==> src/rtl/dft64_sample_packer_if.sv <==
// Sample-in / beat-out bundle shared by the packer and its upstream/downstream partners.
// master: upstream sample source plus dft64 ready; slave: the packer itself.
interface dft64_sample_packer_if;
   logic         s_valid;
   logic [15:0]  s_data;
   logic         s_ready;
   logic         dft_ready;
   logic [127:0] samples;
   logic         rel;
   logic         calculate;
   logic         sof;

   modport master (
      output s_valid, s_data, dft_ready,
      input  s_ready, samples, rel, calculate, sof
   );

   modport slave (
      input  s_valid, s_data, dft_ready,
      output s_ready, samples, rel, calculate, sof
   );
endinterface

==> src/rtl/dft64_sample_packer.sv <==
// Ping-pong packer: collects 64 Q8.8 samples per bank and streams each bank to dft64 as 8 beats of 8.
// Optional stall counter port enabled by defining DFT64_PACK_STALL_CNT_EN.
module dft64_sample_packer (
   input logic                  clk,
   input logic                  sreset,
   dft64_sample_packer_if.slave bus
`ifdef DFT64_PACK_STALL_CNT_EN
   ,
   output logic [15:0]          stall_cnt
`endif
);

   typedef enum logic [0:0] {
      IDLE  = 1'b0,
      BURST = 1'b1
   } state_t;

   logic [15:0]  mem_r [0:127];
   logic [5:0]   wr_idx_r;
   logic         wr_bank_r;
   logic         rd_bank_r;
   logic [1:0]   full_r;
   state_t       state_r;
   logic [2:0]   beat_r;
   logic [127:0] samples_r;
   logic         rel_r;
   logic         sof_r;

   logic         accept_s;
   logic         last_s;
   logic [1:0]   set_mask_s;
   logic [1:0]   clr_mask_s;
   logic         other_bank_s;
   logic         rd_full_s;
   logic         other_full_s;
   logic         end_s;
   logic         start_s;
   logic         chain_s;
   logic         rd_sel_s;
   logic [2:0]   beat_sel_s;
   logic [127:0] beat_data_s;

   assign bus.s_ready   = ~full_r[wr_bank_r];
   assign bus.samples   = samples_r;
   assign bus.rel       = rel_r;
   assign bus.calculate = rel_r;
   assign bus.sof       = sof_r;

   // Handshake decode and full-flag set/clear masks
   always_comb begin
      accept_s     = bus.s_valid && bus.s_ready;
      last_s       = accept_s && (wr_idx_r == 6'd63);
      other_bank_s = ~rd_bank_r;
      end_s        = (state_r == BURST) && (beat_r == 3'd7);
      if (last_s) begin
         set_mask_s = wr_bank_r ? 2'b10 : 2'b01;
      end else begin
         set_mask_s = 2'b00;
      end
      if (end_s) begin
         clr_mask_s = rd_bank_r ? 2'b10 : 2'b01;
      end else begin
         clr_mask_s = 2'b00;
      end
      // A bank completing on this very edge counts as full, giving 1-cycle latency
      rd_full_s    = full_r[rd_bank_r] || set_mask_s[rd_bank_r];
      other_full_s = full_r[other_bank_s] || set_mask_s[other_bank_s];
      start_s      = (state_r == IDLE) && bus.dft_ready && rd_full_s;
      chain_s      = end_s && bus.dft_ready && other_full_s;
   end

   // Select which bank/beat the output register loads on this edge
   always_comb begin
      rd_sel_s   = rd_bank_r;
      beat_sel_s = 3'd0;
      case (state_r)
         IDLE: begin
            rd_sel_s   = rd_bank_r;
            beat_sel_s = 3'd0;
         end
         BURST: begin
            if (beat_r == 3'd7) begin
               rd_sel_s   = other_bank_s;
               beat_sel_s = 3'd0;
            end else begin
               rd_sel_s   = rd_bank_r;
               beat_sel_s = beat_r + 3'd1;
            end
         end
         default: begin
            rd_sel_s   = rd_bank_r;
            beat_sel_s = 3'd0;
         end
      endcase
   end

   // Gather eight consecutive samples, oldest in the top lane
   always_comb begin
      beat_data_s = 128'd0;
      for (int k = 0; k < 8; k++) begin
         beat_data_s[16*(7-k) +: 16] = mem_r[{rd_sel_s, beat_sel_s, 3'(k)}];
      end
   end

   // Sample storage, two banks of 64
   always_ff @(posedge clk) begin
      if (accept_s && !sreset) begin
         mem_r[{wr_bank_r, wr_idx_r}] <= bus.s_data;
      end
   end

   // Write index, write bank and full flags
   always_ff @(posedge clk) begin
      if (sreset) begin
         wr_idx_r  <= 6'd0;
         wr_bank_r <= 1'b0;
         full_r    <= 2'b00;
      end else begin
         full_r <= (full_r & ~clr_mask_s) | set_mask_s;
         if (accept_s) begin
            wr_idx_r <= wr_idx_r + 6'd1;
         end
         if (last_s) begin
            wr_bank_r <= ~wr_bank_r;
         end
      end
   end

   // Burst FSM with registered beat outputs
   always_ff @(posedge clk) begin
      if (sreset) begin
         state_r   <= IDLE;
         beat_r    <= 3'd0;
         rd_bank_r <= 1'b0;
         samples_r <= 128'd0;
         rel_r     <= 1'b0;
         sof_r     <= 1'b0;
      end else begin
         case (state_r)
            IDLE: begin
               if (start_s) begin
                  state_r   <= BURST;
                  beat_r    <= 3'd0;
                  samples_r <= beat_data_s;
                  rel_r     <= 1'b1;
                  sof_r     <= 1'b1;
               end else begin
                  rel_r <= 1'b0;
                  sof_r <= 1'b0;
               end
            end
            BURST: begin
               if (end_s) begin
                  rd_bank_r <= other_bank_s;
                  if (chain_s) begin
                     beat_r    <= 3'd0;
                     samples_r <= beat_data_s;
                     rel_r     <= 1'b1;
                     sof_r     <= 1'b1;
                  end else begin
                     state_r <= IDLE;
                     rel_r   <= 1'b0;
                     sof_r   <= 1'b0;
                  end
               end else begin
                  beat_r    <= beat_r + 3'd1;
                  samples_r <= beat_data_s;
                  rel_r     <= 1'b1;
                  sof_r     <= 1'b0;
               end
            end
            default: begin
               state_r <= IDLE;
               rel_r   <= 1'b0;
               sof_r   <= 1'b0;
            end
         endcase
      end
   end

`ifdef DFT64_PACK_STALL_CNT_EN
   // Saturating count of cycles the source was held off
   always_ff @(posedge clk) begin
      if (sreset) begin
         stall_cnt <= 16'd0;
      end else if (bus.s_valid && !bus.s_ready && (stall_cnt != 16'hFFFF)) begin
         stall_cnt <= stall_cnt + 16'd1;
      end
   end
`endif

endmodule

==> src/flat_wrapper.sv <==
// flat-port wrapper written by rule: the top's interface ports become plain ports
module dft64_sample_packer_flat 
  (clk, sreset, bus_s_valid, bus_s_data, bus_dft_ready, bus_s_ready, bus_samples, bus_rel, bus_calculate, bus_sof);
  dft64_sample_packer_if bus_i ();
  input logic clk;
  input logic sreset;
  input wire logic [$bits(bus_i.s_valid)-1:0] bus_s_valid;
  input wire logic [$bits(bus_i.s_data)-1:0] bus_s_data;
  input wire logic [$bits(bus_i.dft_ready)-1:0] bus_dft_ready;
  output wire logic [$bits(bus_i.s_ready)-1:0] bus_s_ready;
  output wire logic [$bits(bus_i.samples)-1:0] bus_samples;
  output wire logic [$bits(bus_i.rel)-1:0] bus_rel;
  output wire logic [$bits(bus_i.calculate)-1:0] bus_calculate;
  output wire logic [$bits(bus_i.sof)-1:0] bus_sof;
  assign bus_i.s_valid = bus_s_valid;
  assign bus_i.s_data = bus_s_data;
  assign bus_i.dft_ready = bus_dft_ready;
  assign bus_s_ready = bus_i.s_ready;
  assign bus_samples = bus_i.samples;
  assign bus_rel = bus_i.rel;
  assign bus_calculate = bus_i.calculate;
  assign bus_sof = bus_i.sof;
  dft64_sample_packer u_core (.clk(clk), .sreset(sreset), .bus(bus_i));
endmodule
==> config.mk <==
export PLATFORM = sky130hd
export DESIGN_NAME = dft64_sample_packer_flat
export DESIGN_NICKNAME = d
export VERILOG_FILES = /design/src/rtl/dft64_sample_packer_if.sv /design/src/rtl/dft64_sample_packer.sv /design/src/flat_wrapper.sv
export SDC_FILE = /design/constraint.sdc
export NUM_CORES = 2
export LEC_CHECK = 0
export ABC_AREA = 1
export CORE_MARGIN = 2
export CORE_UTILIZATION = 35
export DETAILED_ROUTE_END_ITERATION = 6
export SLEW_MARGIN = 20
export SYNTH_ARGS = -nofsm -noshare
export SYNTH_HDL_FRONTEND = slang
export SYNTH_SLANG_ARGS = --single-unit
==> constraint.sdc <==
create_clock -name clk -period 2.8 [get_ports clk]
set_input_delay 0.56 -clock clk [delete_from_list [all_inputs] [get_ports clk]]
set_output_delay 0.56 -clock clk [all_outputs]
set_load 0.05 [all_outputs]
==> impl_metrics.env <==
export IMPL_ctsHoldBuffers=0
export IMPL_synth_most_common_cell="nand2_1"
export IMPL_wire_per_inst_um=21.6
export IMPL_cts_sinks=2191
export IMPL_reg2reg_slack_ns=0.008
export IMPL_rr_endpoint="u_core.bus.samples[2]$_SDFFE_PP0P_"
export IMPL_power_density_mw_per_mm2=602
export IMPL_maxCapViolCount=0
export IMPL_grt_pass1_wl_um=419000
export IMPL_worstRegToRegCells=14
export IMPL_tightest_slew_ns=0.840
export IMPL_grt_overflow=0
export IMPL_routabilityCongestion=0.863
export IMPL_ir_worst_vdd_uv=545
export IMPL_power_leakage_nw=47.7
export IMPL_critPathArrivalTime_ns=3.59
export IMPL_cp_startpoint="u_core.beat_r[0]$_SDFFE_PP0P_"
export IMPL_ys_top_cells_by_area="edfxtp_1 (64%), nand3_1 (8.7%), nand2_1 (8.7%), inv_1 (6.7%), nand3b_1 (4.0%)"
export IMPL_hpwl_um=169000
export IMPL_preCtsSetupSlack_ns=-0.231
export IMPL_synth_simple_area_share=0.235
export IMPL_grt_max_degree=142
export IMPL_synth_commonest_cells="nand2_1 (2220), edfxtp_1 (2048), inv_1 (1698), nand3_1 (1674), nand3b_1 (512)"
export IMPL_synth_largest_area_cell="edfxtp_1"
export IMPL_syn_num_nets=9325
export IMPL_fmaxAchievable_mhz=358
export IMPL_final_nets=9616
export IMPL_synth_mux_area_frac=0
export IMPL_path_clk_slew_ns=0.07
export IMPL_drive_gt1_frac=0.0922
export IMPL_clock_path_buffers=3
export IMPL_dieArea_mm2=0.278
export IMPL_synth_xor_area_share=0
export IMPL_timing_final_hold_violations=0
export IMPL_end_kind="flop"
export IMPL_endpoint="u_core.bus.samples[2]$_SDFFE_PP0P_"
export IMPL_maxSlewHeadroom=0.440
export IMPL_reg2reg_from="u_core.beat_r[0]$_SDFFE_PP0P_"
export IMPL_rows=192
export IMPL_mappedNetlistArea_mm2=0.0958
export IMPL_syn_inst=9302
export IMPL_setup_violations=0
export IMPL_design_core_area_mm2=0.273
export IMPL_fin_crit_ns=2.79
export IMPL_crit_path_max_fanout=100
export IMPL_ys_warnings_count=0
export IMPL_die_h_um=527
export IMPL_dr_pass1_iters=6
export IMPL_synth_edf_count=2048
export IMPL_numCtsBuffers=229
export IMPL_portBuffers=151
export IMPL_ys_ff_latch=2191
export IMPL_async_flop_share=0
export IMPL_skew_ns=0.0811
export IMPL_wirelength_um=290000
export IMPL_htreeDepth=4
export IMPL_status="finished, final reports clean"
export IMPL_crit_type="flop to flop"
export IMPL_start_kind="flop"
export IMPL_grt_pass1_vias=64100
export IMPL_antenna_left=0
export IMPL_initial_core_util=0.351
export IMPL_post_route_period_util=0.997
export IMPL_ys_seq_area_frac=0.672
export IMPL_synth_area_per_cell_um2=10.3
export IMPL_drtIter0Drc=7328
export IMPL_netlist_area_leader_share=0.642
export IMPL_synth_top_family_by_area="simple AND/OR/NAND/NOR gates"
export IMPL_synthAdderAreaFrac=0.000392
export IMPL_crit_required_ns=3.59
export IMPL_p_total_mw=69.1
export IMPL_die_w_um=527
export IMPL_fin_ws_ns=0.00839
export IMPL_placed_cells=12900
export IMPL_clk_latency_ns=0.90
export IMPL_drc=0
export IMPL_vias_per_cell=5.00
export IMPL_rsz0062_at_grt="yes"
export IMPL_synth_compound_area_frac=0.000758
export IMPL_instances_no_fill=13400
export IMPL_syn_to_final_growth_pct=19.9
export IMPL_hold_worst_slack_ns=0.0785
export IMPL_netlist_cell_type_count=24
export IMPL_ios=152
export IMPL_antenna_found_initial=7
export IMPL_hold_class="input pin to flop"
export IMPL_via_count=66900
export IMPL_root_buffer="clkbuf_16"
export IMPL_maxSlewViolCount=0
export IMPL_grt_use_total=0.199
export IMPL_cts_tree="done"
export IMPL_ys_flop_type="edfxtp_1"
-- logic make-up after synthesis --
kind of cell,after synthesis
simple gates,4830
fa+ha+maj,3
buf+inv,2264
compound gates,14
flops,2191
-- cell type report --
cell class	count	area [um^2]
timing repair inverter	2	22.5
antenna	3	7.51
fill	25400	158000
sequential	2191	64400
tap	3589	4490
clock inverter	146	1950
clock buffer	285	6100
multi-input combinational	4847	22900
timing repair buffer	620	8600
inverter	1702	6460
-- placed cells by master, fill, tap and decap left out, types with 4 or more instances in the layout --
cell type        Yosys  final
nand2_2              2      7
nor3_1              11      8
nand3b_1           512    512
bufinv_16            0     35
clkinv_2             0     42
clkbuf_8             0     14
clkbuf_16            0    255
nor2_1             274    274
clkinv_16            0     11
inv_6                0      6
clkbuf_1           298     41
nand2_4              0      4
edfxtp_1          2048   2048
clkinv_1             1     29
clkdlybuf4s50_1      0    132
buf_16               0     37
nand3_1           1674   1651
clkinvlp_4           0     10
o21ai_0              5      5
nand2_1           2220   2210
buf_12               0    182
nand3_2              3     22
buf_4               10    220
clkinv_8             0      5
clkinv_4             0     10
dfxtp_1            143    141
buf_6                0     19
inv_1             1698   1696
a21oi_1              8      8
nand3_4              0      4
nand4_1            130    130
-- what timing repair did --
action,in CTS,in global routing
endpoints found under the setup margin,12,110
resized for setup,13,76
setup buffers,0,32
cloned,5,28
hold endpoints to repair,0,0
pin swaps,0,6
-- metrics by stage --
step	util	cell area [um^2]	setup TNS, ns
6_report	0.421	115000	0
5_1_grt	0.421	115000	-0.744
4_1_cts	0.416	113000	-0.0123
3_5_place_dp	0.385	105000	-13.01
3_3_place_gp	0.385	105000	-11.45
2_1_floorplan	-	95800	-1.19
-- per-layer routing --
layer	part of all wire	track usage
met1	0.43	0.274
met2	0.48	0.326
met3	0.067	0.0256
met4	0.030	0.0636
met5	0	0
-- critical path: stages (launching register included) --
cell	delay (ns)
dfxtp_2	0.35
ha_1	0.21
ha_1	0.24
nor2_4	0.25
buf_12	0.19
buf_16	0.36
nand3b_1	0.17
nand3_1	0.19
nand3_1	0.09
nand3_1	0.18
nand2_1	0.15
inv_1	0.08
nand2_1	0.05
inv_1	0.06
nor2_1	0.04
-- power breakdown --
part | total, mW | internal, mW | switching, mW | leakage (nW)
Combinational | 1.11 | 0.202 | 0.907 | 24.2
Clock | 32.2 | 18.8 | 13.4 | 3.90
Sequential | 35.8 | 35.8 | 0.0103 | 19.6
Total | 69.1 | 54.8 | 14.3 | 47.7
-- worst min path at each step --
stage	cells after the start	slack, ns	startpoint	endpoint
after floorplan	2	0.46	u_core.full_r[0]$_SDFF_PP0_	u_core.full_r[0]$_SDFF_PP0_
after global placement	2	0.47	u_core.beat_r[2]$_SDFFE_PP0P_	u_core.beat_r[2]$_SDFFE_PP0P_
after detailed placement	2	0.49	u_core.beat_r[2]$_SDFFE_PP0P_	u_core.beat_r[2]$_SDFFE_PP0P_
after CTS	1	0.02	bus_s_data[13]	u_core.mem_r[104][13]$_DFFE_PP_
after global routing	1	0.03	bus_s_data[13]	u_core.mem_r[104][13]$_DFFE_PP_
final	1	0.08	bus_s_data[13]	u_core.mem_r[104][13]$_DFFE_PP_
-- registers in the layout, indices dropped and copies added (netlist names) --
name                  count
u_core.bus.sof            1
u_core.bus.samples      128
u_core.rd_bank_r          1
u_core.wr_bank_r          1
u_core.mem_r           2048
u_core.full_r             2
u_core.beat_r             3
u_core.wr_idx_r           6
u_core.bus.calculate      1
Note: power is estimated with default switching activity, not from simulation.
